`config.mk`:
```
export PLATFORM = sky130hd
export DESIGN_NAME = approx_mult_sched
export DESIGN_NICKNAME = d
export VERILOG_FILES = /design/src/rtl/approx_mult_pkg.sv /design/src/rtl/approx_mult.sv /design/src/rtl/rr_arbiter.sv /design/src/rtl/approx_mult_sched.sv
export SDC_FILE = /design/constraint.sdc
export NUM_CORES = 2
export LEC_CHECK = 0
export CAP_MARGIN = 20
export CORE_UTILIZATION = 55
export DETAILED_ROUTE_END_ITERATION = 8
export PLACE_DENSITY = 0.77
export SYNTH_ARGS = -nofsm -noshare
export SYNTH_HDL_FRONTEND = slang
export SYNTH_SLANG_ARGS = --single-unit
```
`constraint.sdc`:
```
create_clock -name clk -period 11.9 [get_ports clk]
set_clock_uncertainty 0.1 [all_clocks]
set_input_delay 1.785 -clock clk [delete_from_list [all_inputs] [get_ports clk]]
set_output_delay 1.785 -clock clk [all_outputs]
set_load 0.02 [all_outputs]
```
`src/rtl/approx_mult_pkg.sv`:
```
// Shared definitions for the multiplier scheduler: word width,
// response entry layout and a constant-foldable clog2.
package approx_mult_pkg;

  localparam int FP_W     = 32;
  // Widest tag the scheduler supports (N_REQ up to 8).
  localparam int MAX_ID_W = 3;

  typedef struct packed {
    logic [MAX_ID_W-1:0] id;
    logic [FP_W-1:0]     data;
  } rsp_entry_t;

  function automatic int clog2(input int value);
    int r;
    r = 0;
    for (int v = value - 1; v > 0; v = v >> 1) begin
      r++;
    end
    return r;
  endfunction

endpackage

```
`src/rtl/approx_mult.sv`:
```
// Approximate single-precision multiplier core with a registered output.
// Denormal inputs flush to signed zero, any exponent-255 input yields
// signed infinity, and the mantissa is truncated with a jam (sticky OR)
// into the LSB instead of round-to-nearest.
module approx_mult
  import approx_mult_pkg::*;
(
  input  logic            clk,
  input  logic            rst,
  input  logic [FP_W-1:0] a_i,
  input  logic [FP_W-1:0] b_i,
  output logic [FP_W-1:0] p_o
);

  logic            sign;
  logic [7:0]      ea;
  logic [7:0]      eb;
  logic [47:0]     m_prod;
  logic [9:0]      e_sum;
  logic [9:0]      e_res;
  logic [22:0]     frac;
  logic            jam;
  logic [FP_W-1:0] p_d;
  logic [FP_W-1:0] p_q;

  // Product datapath: special cases first, then normalise and truncate.
  always_comb begin
    sign   = a_i[31] ^ b_i[31];
    ea     = a_i[30:23];
    eb     = b_i[30:23];
    m_prod = {24'b0, 1'b1, a_i[22:0]} * {24'b0, 1'b1, b_i[22:0]};
    e_sum  = {2'b0, ea} + {2'b0, eb} + {9'b0, m_prod[47]};
    e_res  = e_sum - 10'd127;
    frac   = m_prod[47] ? m_prod[46:24] : m_prod[45:23];
    jam    = m_prod[47] ? |m_prod[23:0] : |m_prod[22:0];
    if (ea == 8'hFF || eb == 8'hFF) begin
      p_d = {sign, 8'hFF, 23'h0};
    end else if (ea == 8'h00 || eb == 8'h00) begin
      p_d = {sign, 31'h0};
    end else if (e_sum <= 10'd127) begin
      p_d = {sign, 31'h0};
    end else if (e_res >= 10'd255) begin
      p_d = {sign, 8'hFF, 23'h0};
    end else begin
      p_d = {sign, e_res[7:0], frac | {22'b0, jam}};
    end
  end

  // Output register of the core.
  always_ff @(posedge clk) begin
    if (rst) p_q <= '0;
    else     p_q <= p_d;
  end

  assign p_o = p_q;

endmodule

```
`src/rtl/rr_arbiter.sv`:
```
// Combinational round-robin arbiter: the first requester at or after
// ptr_i (wrapping) wins. The grant is suppressed when en_i is low, but
// the winner index is still reported.
module rr_arbiter #(
  parameter int N_REQ = 4,
  parameter int ID_W  = 2
) (
  input  logic [N_REQ-1:0] req_i,
  input  logic [ID_W-1:0]  ptr_i,
  input  logic             en_i,
  output logic [N_REQ-1:0] grant_o,
  output logic [ID_W-1:0]  grant_idx_o
);

  logic            found;
  logic [ID_W:0]   cand;

  // Circular search starting at the pointer.
  always_comb begin
    found       = 1'b0;
    cand        = '0;
    grant_o     = '0;
    grant_idx_o = '0;
    for (int k = 0; k < N_REQ; k++) begin
      cand = {1'b0, ptr_i} + (ID_W+1)'(k);
      if (cand >= (ID_W+1)'(N_REQ)) cand = cand - (ID_W+1)'(N_REQ);
      if (!found && req_i[cand[ID_W-1:0]]) begin
        found       = 1'b1;
        grant_idx_o = cand[ID_W-1:0];
      end
    end
    if (en_i && found) grant_o[grant_idx_o] = 1'b1;
  end

endmodule

```
`src/rtl/approx_mult_sched.sv`:
```
// Shares one approx_mult core among N_REQ requesters. Issue is gated so
// that everything in flight always has a reserved response-FIFO slot,
// which makes it safe to stall the consumer indefinitely.
module approx_mult_sched
  import approx_mult_pkg::*;
#(
  parameter int N_REQ     = 4,
  parameter int ID_W      = 2,
  parameter int RSP_DEPTH = 4
) (
  input  logic                  clk,
  input  logic                  rst,
  input  logic [N_REQ-1:0]      req_valid,
  output logic [N_REQ-1:0]      req_ready,
  input  logic [FP_W*N_REQ-1:0] req_a,
  input  logic [FP_W*N_REQ-1:0] req_b,
  output logic                  rsp_valid,
  input  logic                  rsp_ready,
  output logic [ID_W-1:0]       rsp_id,
  output logic [FP_W-1:0]       rsp_data,
  output logic                  busy
);

  localparam int PTR_W = clog2(RSP_DEPTH);
  localparam int OCC_W = PTR_W + 2;

  logic [FP_W-1:0]  a_lane [N_REQ];
  logic [FP_W-1:0]  b_lane [N_REQ];

  logic [N_REQ-1:0] grant;
  logic [ID_W-1:0]  grant_idx;
  logic             hs;
  logic             issue_ok;
  logic [OCC_W-1:0] occ;

  logic [ID_W-1:0]  rr_ptr_q,   rr_ptr_d;
  logic             s1_valid_q, s1_valid_d;
  logic [ID_W-1:0]  s1_id_q,    s1_id_d;
  logic [FP_W-1:0]  op_a_q,     op_a_d;
  logic [FP_W-1:0]  op_b_q,     op_b_d;
  logic             s2_valid_q, s2_valid_d;
  logic [ID_W-1:0]  s2_id_q,    s2_id_d;
  logic [PTR_W-1:0] wr_ptr_q,   wr_ptr_d;
  logic [PTR_W-1:0] rd_ptr_q,   rd_ptr_d;
  logic [PTR_W:0]   count_q,    count_d;

  logic [FP_W-1:0]  core_p;
  logic             push;
  logic             pop;
  rsp_entry_t       wr_entry;
  rsp_entry_t       head;
  rsp_entry_t       mem [RSP_DEPTH];

  // Unpack the flat operand buses into per-requester lanes.
  for (genvar gi = 0; gi < N_REQ; gi++) begin : g_lane
    assign a_lane[gi] = req_a[FP_W*gi +: FP_W];
    assign b_lane[gi] = req_b[FP_W*gi +: FP_W];
  end

  assign occ      = OCC_W'(s1_valid_q) + OCC_W'(s2_valid_q) + OCC_W'(count_q);
  assign issue_ok = occ < OCC_W'(RSP_DEPTH);

  rr_arbiter #(
    .N_REQ (N_REQ),
    .ID_W  (ID_W)
  ) u_arb (
    .req_i       (req_valid),
    .ptr_i       (rr_ptr_q),
    .en_i        (issue_ok & ~rst),
    .grant_o     (grant),
    .grant_idx_o (grant_idx)
  );

  // A grant only ever goes to an asserted requester, so any grant is a handshake.
  assign req_ready = grant;
  assign hs        = |grant;

  approx_mult u_core (
    .clk (clk),
    .rst (rst),
    .a_i (op_a_q),
    .b_i (op_b_q),
    .p_o (core_p)
  );

  assign push      = s2_valid_q;
  assign rsp_valid = (count_q != '0);
  assign pop       = rsp_valid & rsp_ready;
  assign head      = mem[rd_ptr_q];
  assign rsp_data  = rsp_valid ? head.data : '0;
  assign rsp_id    = rsp_valid ? ID_W'(head.id) : '0;
  assign busy      = (occ != '0);

  // Next-state for pointer, pipeline tags and FIFO bookkeeping.
  always_comb begin
    rr_ptr_d   = rr_ptr_q;
    if (hs) rr_ptr_d = (grant_idx == ID_W'(N_REQ-1)) ? '0 : grant_idx + 1'b1;
    s1_valid_d = hs;
    s1_id_d    = hs ? grant_idx : s1_id_q;
    op_a_d     = hs ? a_lane[grant_idx] : op_a_q;
    op_b_d     = hs ? b_lane[grant_idx] : op_b_q;
    s2_valid_d = s1_valid_q;
    s2_id_d    = s1_id_q;
    wr_ptr_d   = push ? wr_ptr_q + 1'b1 : wr_ptr_q;
    rd_ptr_d   = pop  ? rd_ptr_q + 1'b1 : rd_ptr_q;
    count_d    = count_q;
    if (push && !pop)      count_d = count_q + 1'b1;
    else if (!push && pop) count_d = count_q - 1'b1;
    wr_entry      = '0;
    wr_entry.id   = MAX_ID_W'(s2_id_q);
    wr_entry.data = core_p;
  end

  // Control and pipeline registers.
  always_ff @(posedge clk) begin
    if (rst) begin
      rr_ptr_q   <= '0;
      s1_valid_q <= 1'b0;
      s1_id_q    <= '0;
      op_a_q     <= '0;
      op_b_q     <= '0;
      s2_valid_q <= 1'b0;
      s2_id_q    <= '0;
      wr_ptr_q   <= '0;
      rd_ptr_q   <= '0;
      count_q    <= '0;
    end else begin
      rr_ptr_q   <= rr_ptr_d;
      s1_valid_q <= s1_valid_d;
      s1_id_q    <= s1_id_d;
      op_a_q     <= op_a_d;
      op_b_q     <= op_b_d;
      s2_valid_q <= s2_valid_d;
      s2_id_q    <= s2_id_d;
      wr_ptr_q   <= wr_ptr_d;
      rd_ptr_q   <= rd_ptr_d;
      count_q    <= count_d;
    end
  end

  // Response storage; contents are don't-care while the count says empty.
  always_ff @(posedge clk) begin
    if (push) mem[wr_ptr_q] <= wr_entry;
  end

endmodule

```
==> impl_metrics.toml <==
[run_status]
status = "finished, final reports clean"

[synthesis]
synth_compound_area_share_pct = 6.73
synth_edf_count = 136
syn_avg_cell_area_um2 = 9.61
yosys.area_share.adder_pct = 40.0
synthCells = 3160
ys_top_cells_by_count = "582 x inv_1, 485 x fa_1, 465 x nand2_1"
yosysSeqAreaShare_pct = 20.9
synth_top_family_by_area = "adder cells"
synth.top_cells.by_area = "fa_1 32%, edfxtp_1 13%, ha_1 8.0%"
yosysWarnings = 0
yosysTopAreaCellShare_pct = 32.0
synthArstFlopShare_pct = 0
synth.most_common_cell = "inv_1"
synthMuxAreaShare_pct = 5.56
synth_largest_area_cell = "fa_1"
synthDistinctLibCells = 68
synth-xor-area-share_pct = 1.93
syn_area_mm2 = 0.0304
ys_ff_latch = 249
yosys.area_share.simple_pct = 15.4
syn-num-nets = 4103
ys.flop_type = "edfxtp_1"

[pwr]
powerDensity_mw_per_mm2 = 282
ir_drop_uv = 259
leakagePower_uw = 0.0159

[detailed_routing]
drc = 0
vias = 23459
routed_wl_mm = 88.0
antenna_left = 0
drt-wirelength-per-cell_um = 21.5
drtPass1Iterations = 6
drtIter0Drc = 1595
viasPerCell = 5.73

[clock_network]
tritoncts = "done"
clockRootBuffer = "clkbuf_16"
clk-insertion-delay-late_ps = 580
cts-resized-gates = 0
cts_max_level = 1
cts_buffers = 25
clock_path_buffers = 3
clkTransAtPathRegs_ps = 70
post_cts_buffers = 0
cts_sinks = 249
cts_hold_buf = 0

[floorplanning]
die_h_um = 237
die_x_um = 237
core_area_mm2 = 0.0541
io_pins = 303
die-area_mm2 = 0.0561
rows = 85
start_util_pct = 56.1

[grt]
grt_pass1_wl_mm = 139
grt_max_degree = 71
track_usage_pct = 32.0
grt_pass1_vias = 25148
antenna_found_initial = 2
grt-ovfl-total = 0

[critical_path]
crit_path_start_kind = "register"
rr_startpoint = "op_b_q[6]"
path_class = "reg2reg"
critPathMaxStageDelay_ps = 1120
cp_max_fo = 25
path_common_cell = "fa_1"
cp.required_ps = 12200
cp.arrival_ps = 11260
worstSetupStartpoint = "op_b_q[6]"
slowest_stage = "dfxtp_1"
critPathCaptureType = "register"

[timing]
hold_violations = 0
fin_ws_ps = 939
worstMarginPinSlew_ps = 1210
period_needed_ps = 10960
rsz0062_at_grt = "no"
finalSetupTns_ps = 0
setup_viol = 0
relSlewSlack_pct = 19.4
fmax_ghz = 0.0912
slew_viol_final = 0
min_period_over_period_pct = 92.1

[final_layout]
drive_gt1_share_pct = 4.92
area_delta_synth_final_pct = 14.9
nets = 4321
fin_cells = 4093
diodes = 0

[placed_design]
portBuffers = 302
dp_cells = 4045
dp_hpwl_mm = 69.6
place.gp.congestion = 0.987
place_ws_ps = 1180

[worst_hold_path]
hold_class = "reg2reg"
min_from = "u_core.p_o[30]"

[run]
drv_cap = 0
==> state kept, by name, indices dropped and copies added, names as in the netlist, named ones only <==
| name | cells |
|---|---|
| mem | 136 |
| s1_id_q | 2 |
| count_q | 3 |
| s1_valid_q | 1 |
| rr_ptr_q | 2 |
| op_a_q | 32 |
| push | 1 |
| u_core.p_o | 32 |
| s2_id_q | 2 |
| rd_ptr_q | 2 |
| wr_ptr_q | 2 |
| op_b_q | 32 |
==> per-layer routing <==
metal  GRT usage, %  vias to the layer above  wire length, um
li1               -                    10387                -
met1           42.0                    11649            34700
met2           52.3                     1215            41000
met3           6.81                      206             8500
met4           12.0                        2             3780
met5              0                        -               12
==> critical path, delay by kind of cell (launching register included) <==
kind	cells	cell delay [ps]
flip-flops	1	1120
XOR/XNOR	3	830
adder cells (fa/ha/maj)	10	4350
AO/OA/AOI/OAI	8	2330
buffers and inverters	6	330
AND/OR/NAND/NOR	7	1690
==> cells by family (layout without fill, tap and decap cells) <==
kind of cell,after synthesis,count (layout)
AOI/OAI and AO/OA,318,318
DFF,249,249
xor gates and xnor gates,62,62
muxes,126,126
buffers and inverters,754,991
adders and majority gates,680,680
and+or+nand+nor,971,971
==> final timing paths <==
check / cells after the start / to / slack, ps
setup / recovery: 34 / u_core.p_o[0] / 940
hold / removal: 0 / mem[1][30] / 370
setup reg to reg: 34 / u_core.p_o[0] / 940
hold reg to reg: 0 / mem[1][30] / 370
==> where the power goes <==
group / internal (uW) / switching [uW]
logic: 2890 / 4700
registers: 1090 / 368
clock network: 442 / 340
==> area by class of cell <==
class	instances	area, um2
multi-input cells	2157	21200
fillers	4323	19300
flip-flops and latches	249	6350
repair buffers	359	3460
inverters	586	2200
well taps	696	871
clock buffers	37	681
clock inverters	9	111
==> per-stage QoR <==
step                      cell area, um2  hold slack [ps]  power [uW]  utilization (%)
after floorplan                    30400              338        6460                -
after global placement             34000              343        8700             62.9
after detailed placement           34000              362        8890             62.9
after CTS                          34800              368        9730             64.4
after global routing               34900              379       10700             64.4
final                              34900              367        9830             64.4
==> placed cells by master, fill, tap and decap left out, types with 13 or more instances in the layout <==
master and n:
inv_1 582, fa_1 485, nand2_1 465, clkdlybuf4s50_1 301, and2_1 268, ha_1 195
edfxtp_1 136, dfxtp_1 112, a21oi_1 101, nor2_1 92, mux2i_1 92, buf_4 55
o22ai_1 47, xnor2_1 36, o21ai_0 34, nor3_1 34, mux4_2 34, clkbuf_16 25
and3_1 24, a22oi_1 23, xor2_1 22, a311oi_1 22, nor2_2 21, nand3_1 14
o211ai_1 13, a21o_1 13
(Power assumes the default switching activity.)
